--- config.mk ---
export PLATFORM = sky130hd
export DESIGN_NAME = stall_flush_unit
export DESIGN_NICKNAME = d
export VERILOG_FILES = /design/src/rtl/stall_flush_unit.sv
export SDC_FILE = /design/constraint.sdc
export NUM_CORES = 1
export LEC_CHECK = 0
export BUFFER_PORTS_ARGS = -buffer_cell sky130_fd_sc_hd__buf_2
export CORE_MARGIN = 2
export CORE_UTILIZATION = 45
export CTS_CLUSTER_SIZE = 40
export DETAILED_ROUTE_END_ITERATION = 7
export PLACE_DENSITY = 0.69
export SETUP_SLACK_MARGIN = 0.05
export SLEW_MARGIN = 20
export SYNTH_ARGS = -nofsm -noshare
export SYNTH_HDL_FRONTEND = slang
export SYNTH_SLANG_ARGS = --single-unit
--- constraint.sdc ---
create_clock -name clk -period 5 [get_ports clk]
set_input_delay 0.5 -clock clk [delete_from_list [all_inputs] [get_ports clk]]
set_output_delay 0.5 -clock clk [all_outputs]
set_load 0.02 [all_outputs]
--- src/rtl/stall_flush_unit.sv ---
// Pipeline hazard control: load-use stall, branch flush, iterative mul/div hold of E,
// plus saturating counters of stall cycles and flush events.
module stall_flush_unit #(
  parameter int unsigned MD_LATENCY = 4,
  parameter int unsigned CNT_W      = 32
) (
  input  logic             clk,
  input  logic             rst,
  input  logic [4:0]       RS1_D,
  input  logic [4:0]       RS2_D,
  input  logic [4:0]       RD_E,
  input  logic             ResultSrcE0,
  input  logic             PCSrcE,
  input  logic             MulDivE,
  output logic             StallF,
  output logic             StallD,
  output logic             StallE,
  output logic             FlushD,
  output logic             FlushE,
  output logic             FlushM,
  output logic             MdDoneE,
  output logic [CNT_W-1:0] StallCycles,
  output logic [CNT_W-1:0] FlushEvents
);

  typedef enum logic {IDLE, BUSY} state_t;

  localparam logic [7:0] LAST = 8'(MD_LATENCY - 1);

  state_t     state, state_nxt;
  logic [7:0] cnt, cnt_nxt;
  logic       md_stall, md_done, lw_stall, br_flush;

  always_comb begin
    state_nxt = state;
    cnt_nxt   = cnt;
    md_stall  = 1'b0;
    md_done   = 1'b0;
    unique case (state)
      IDLE: begin
        // The IDLE cycle that accepts the op is the first cycle of occupancy.
        if (MulDivE && !PCSrcE) begin
          md_stall  = 1'b1;
          cnt_nxt   = 8'd1;
          state_nxt = BUSY;
        end
      end
      BUSY: begin
        if (cnt < LAST) begin
          md_stall = 1'b1;
          cnt_nxt  = cnt + 8'd1;
        end else begin
          md_done   = 1'b1;
          cnt_nxt   = '0;
          state_nxt = IDLE;
        end
      end
    endcase
  end

  assign lw_stall = ResultSrcE0 && (RD_E != 5'd0) && ((RD_E == RS1_D) || (RD_E == RS2_D));
  // A redirect during BUSY is ignored; the held mul/div keeps ownership of E.
  assign br_flush = (state == IDLE) && PCSrcE;

  always_comb begin
    StallF  = 1'b0;
    StallD  = 1'b0;
    StallE  = 1'b0;
    FlushD  = 1'b0;
    FlushE  = 1'b0;
    FlushM  = 1'b0;
    MdDoneE = 1'b0;
    if (!rst) begin
      MdDoneE = md_done;
      if (br_flush) begin
        FlushD = 1'b1;
        FlushE = 1'b1;
      end else if (md_stall) begin
        StallF = 1'b1;
        StallD = 1'b1;
        StallE = 1'b1;
        FlushM = 1'b1;
      end else if (lw_stall) begin
        StallF = 1'b1;
        StallD = 1'b1;
        FlushE = 1'b1;
      end
    end
  end

  always_ff @(posedge clk) begin
    if (rst) begin
      state       <= IDLE;
      cnt         <= '0;
      StallCycles <= '0;
      FlushEvents <= '0;
    end else begin
      state <= state_nxt;
      cnt   <= cnt_nxt;
      if (StallF && (StallCycles != '1))
        StallCycles <= StallCycles + CNT_W'(1);
      if (FlushD && (FlushEvents != '1))
        FlushEvents <= FlushEvents + CNT_W'(1);
    end
  end

endmodule

==> metrics <==
Post-Syn Nets 480; # diodes 0; Post-DP Area 4277 sq um; Area Growth Syn to Fin 18.27%; fin crit share 57.36%; async set-or-reset flop fraction in the synthesized netlist 0%; top post-synthesis cells by area dfxtp_1 38%, xnor2_1 4.6%, nor2_1 3.9%, a21oi_1 3.8%, nand4_1 3.4%; synthesized area about 3800 sq um; Synth top area share approximately two fifths; residual DRC count 0; Via-to-Cell Ratio between 5 and 6; Fin. Hold Viols 0; Clock Tree Root clkbuf_8; Critical Path Source Type register; first-pass GRT wire length 15.62 mm; final setup fails 0; max_slew headroom 54.38%; f_max ~350 MHz; outcome finished, final reports clean; Setup CP Type reg -> out; Post CTS Setup Buffer Count 0; Top Ports 91; area of the core ~8200 sq um; unrepaired setup endpoints after global routing no; Pwr Density between 200 and 300 nW/um^2; Yosys Warn Count 0; Max VDD drop approximately 0.16 mV; initial antenna violation count 0; global placement routability congestion 0.8362; Hold-fix buffers, CTS 0; detailed-route via count ~3800; ys flop type dfxtp_1; CP max FO 58; fraction of layout cells with a size suffix above 1 23.13%; slew at the pin closest to its max-slew limit about 0.7 ns; Post-synth EDFFs 0; 1st-iter DRT viols 162; Final Critical Period around 2.9 ns; clk sinks 73; most common cell in the netlist dfxtp_1; Slew Limit Fails 0; Hold Path Class reg -> reg; Arr. time, crit path approximately 2.4 ns; Die H a little under 100 microns; Crit path required time about 4.5 ns; Netlist cell types 51; Avg Cell Area, Syn between 8 and 9 sq um; grt total ovfl 0; cell taking the most area after synthesis dfxtp_1; CP max stage delay 0.42 ns; largest net degree at the start of global routing 59; critical path's slowest cell or4_4; leak pwr approximately 1.7 nW; clk buf depth 2; Clk pin slew, worst setup/hold paths roughly 0.08 ns; #FFs+latches synth 73; Final ANT Viol Nets 0; total power around 1.2 mW; final WL between 9 and 10 mm; WL per Instance roughly 15 microns; Seq/Total Area, Yosys a little under two fifths; Worst Setup End Kind output pin; IO Port Bufs 90; DRT Pass-1 Iters 4; Clock Skews a little under 0.009 ns; post-cts sizing count 0; CTS tree done; Skew-Pair Late Insertion Delay ~0.36 ns; DP HPWL around 6.5 mm; Starting Density between 40% and 50%; final net count 554; total CTS buffers 9; Finished Cell Area around 4500 sq um; Max Cap Viol 0; GRT Total Usage 21.13%; vias in the first global route 3362; cell count after synthesis around 460; setup_tns 0 ns; FP Rows 33; depth of the CTS H-tree 3; Die W just under 100 microns; Die ar. ~9000 sq um; most frequent cells after synthesis 73 x dfxtp_1, 40 x nor2_1, 29 x a21oi_1, 29 x nand2_1, 23 x nand3_1; crit-path cells ha_1, or4_4, o22ai_2, and2_4, a31oi_4, buf_4, inv_1, buf_2
## final timing paths
kind | start | slack, ns | cells past startpoint | end
max reg2reg | StallCycles[15]$_SDFFE_PP0P_ | 2.17 | 6 | StallCycles[23]$_SDFFE_PP0P_
max | cnt[0]$_SDFFE_PP0P_ | 2.13 | 8 | StallF
min reg2reg | StallCycles[9]$_SDFFE_PP0P_ | 0.49 | 2 | StallCycles[9]$_SDFFE_PP0P_
min | StallCycles[9]$_SDFFE_PP0P_ | 0.49 | 2 | StallCycles[9]$_SDFFE_PP0P_
## cells in the final DEF (no fill, tap or decap), types with 6 or more instances in the layout
cell type  Yosys  routed
buf_2          6      90
dfxtp_1       73      73
nor2_1        40      40
a21oi_1       29      29
nand2_1       29      29
nand3_1       23      23
nand4_1       21      21
o21ai_0       21      21
xnor2_1       20      20
or4_1         16      16
o31ai_1       16      16
or3_1         15      15
xor2_1        13      13
nor4_1        12      12
and3_1        12      12
clkbuf_8       0      10
inv_1          9       9
nor3_1         8       8
and4_1         7       7
mux2_2         6       6
## routing by layer
metal | GRT usage (%) | up-vias | wire length, microns
met5 | 0 | - | 0
met4 | 8.690 | 0 | 153
met3 | 4.620 | 15 | 617
met2 | 34.66 | 108 | 4335
met1 | 26.76 | 1777 | 4283
li1 | - | 1851 | -
## layout make-up
| cell class | instances | area, sq um |
|---|---|---|
| multi-input combinational | 346 | 2185 |
| timing repair buffer | 92 | 465.4 |
| tap | 105 | 131.4 |
| inverter | 9 | 33.78 |
| clock inverter | 5 | 102.6 |
| fill | 774 | 3696 |
| sequential | 73 | 1461 |
| clock buffer | 11 | 141.4 |
## power by group
part           total, mW  switching, mW  internal, mW
clock network      0.570          0.225         0.344
registers          0.590        0.00580         0.584
logic             0.0683         0.0445        0.0238
total               1.23          0.276         0.952
## sequential cells by signal (all words and copies together), names as in the netlist
signal and count:
FlushEvents 32, StallCycles 32, cnt 8, state 1
## logic make-up (layout without fill, tap and decap cells)
family          Yosys count  count (layout)  synth area share, %
simple gates            209             209                30.47
compound gates           94              94                16.10
xor+xnor                 33              33                7.561
mux                       7               7                2.029
fa+ha+maj                 3               3               0.9821
flops                    73              73                38.23
buf+inv                  38             117                4.615
## worst max-delay path, delay by kind of cell (launching register included)
| kind | cells | cell delay [ns] |
|---|---|---|
| AO/OA/AOI/OAI | 2 | 0.24 |
| buffers and inverters | 3 | 0.60 |
| adder cells (fa/ha/maj) | 1 | 0.20 |
| flip-flops | 1 | 0.34 |
| AND/OR/NAND/NOR | 2 | 0.63 |
## stage by stage
step	util (%)	setup slack [ns]	hold slack [ns]	std cells
floorplan	-	2.266	0.4544	457
global placement	52.05	2.184	0.4759	625
detailed placement	52.05	2.116	0.4755	625
CTS	55.02	2.117	0.4948	641
global route	55.02	1.914	0.5081	641
finish	55.02	2.132	0.4894	641
(Power assumes the default switching activity.)
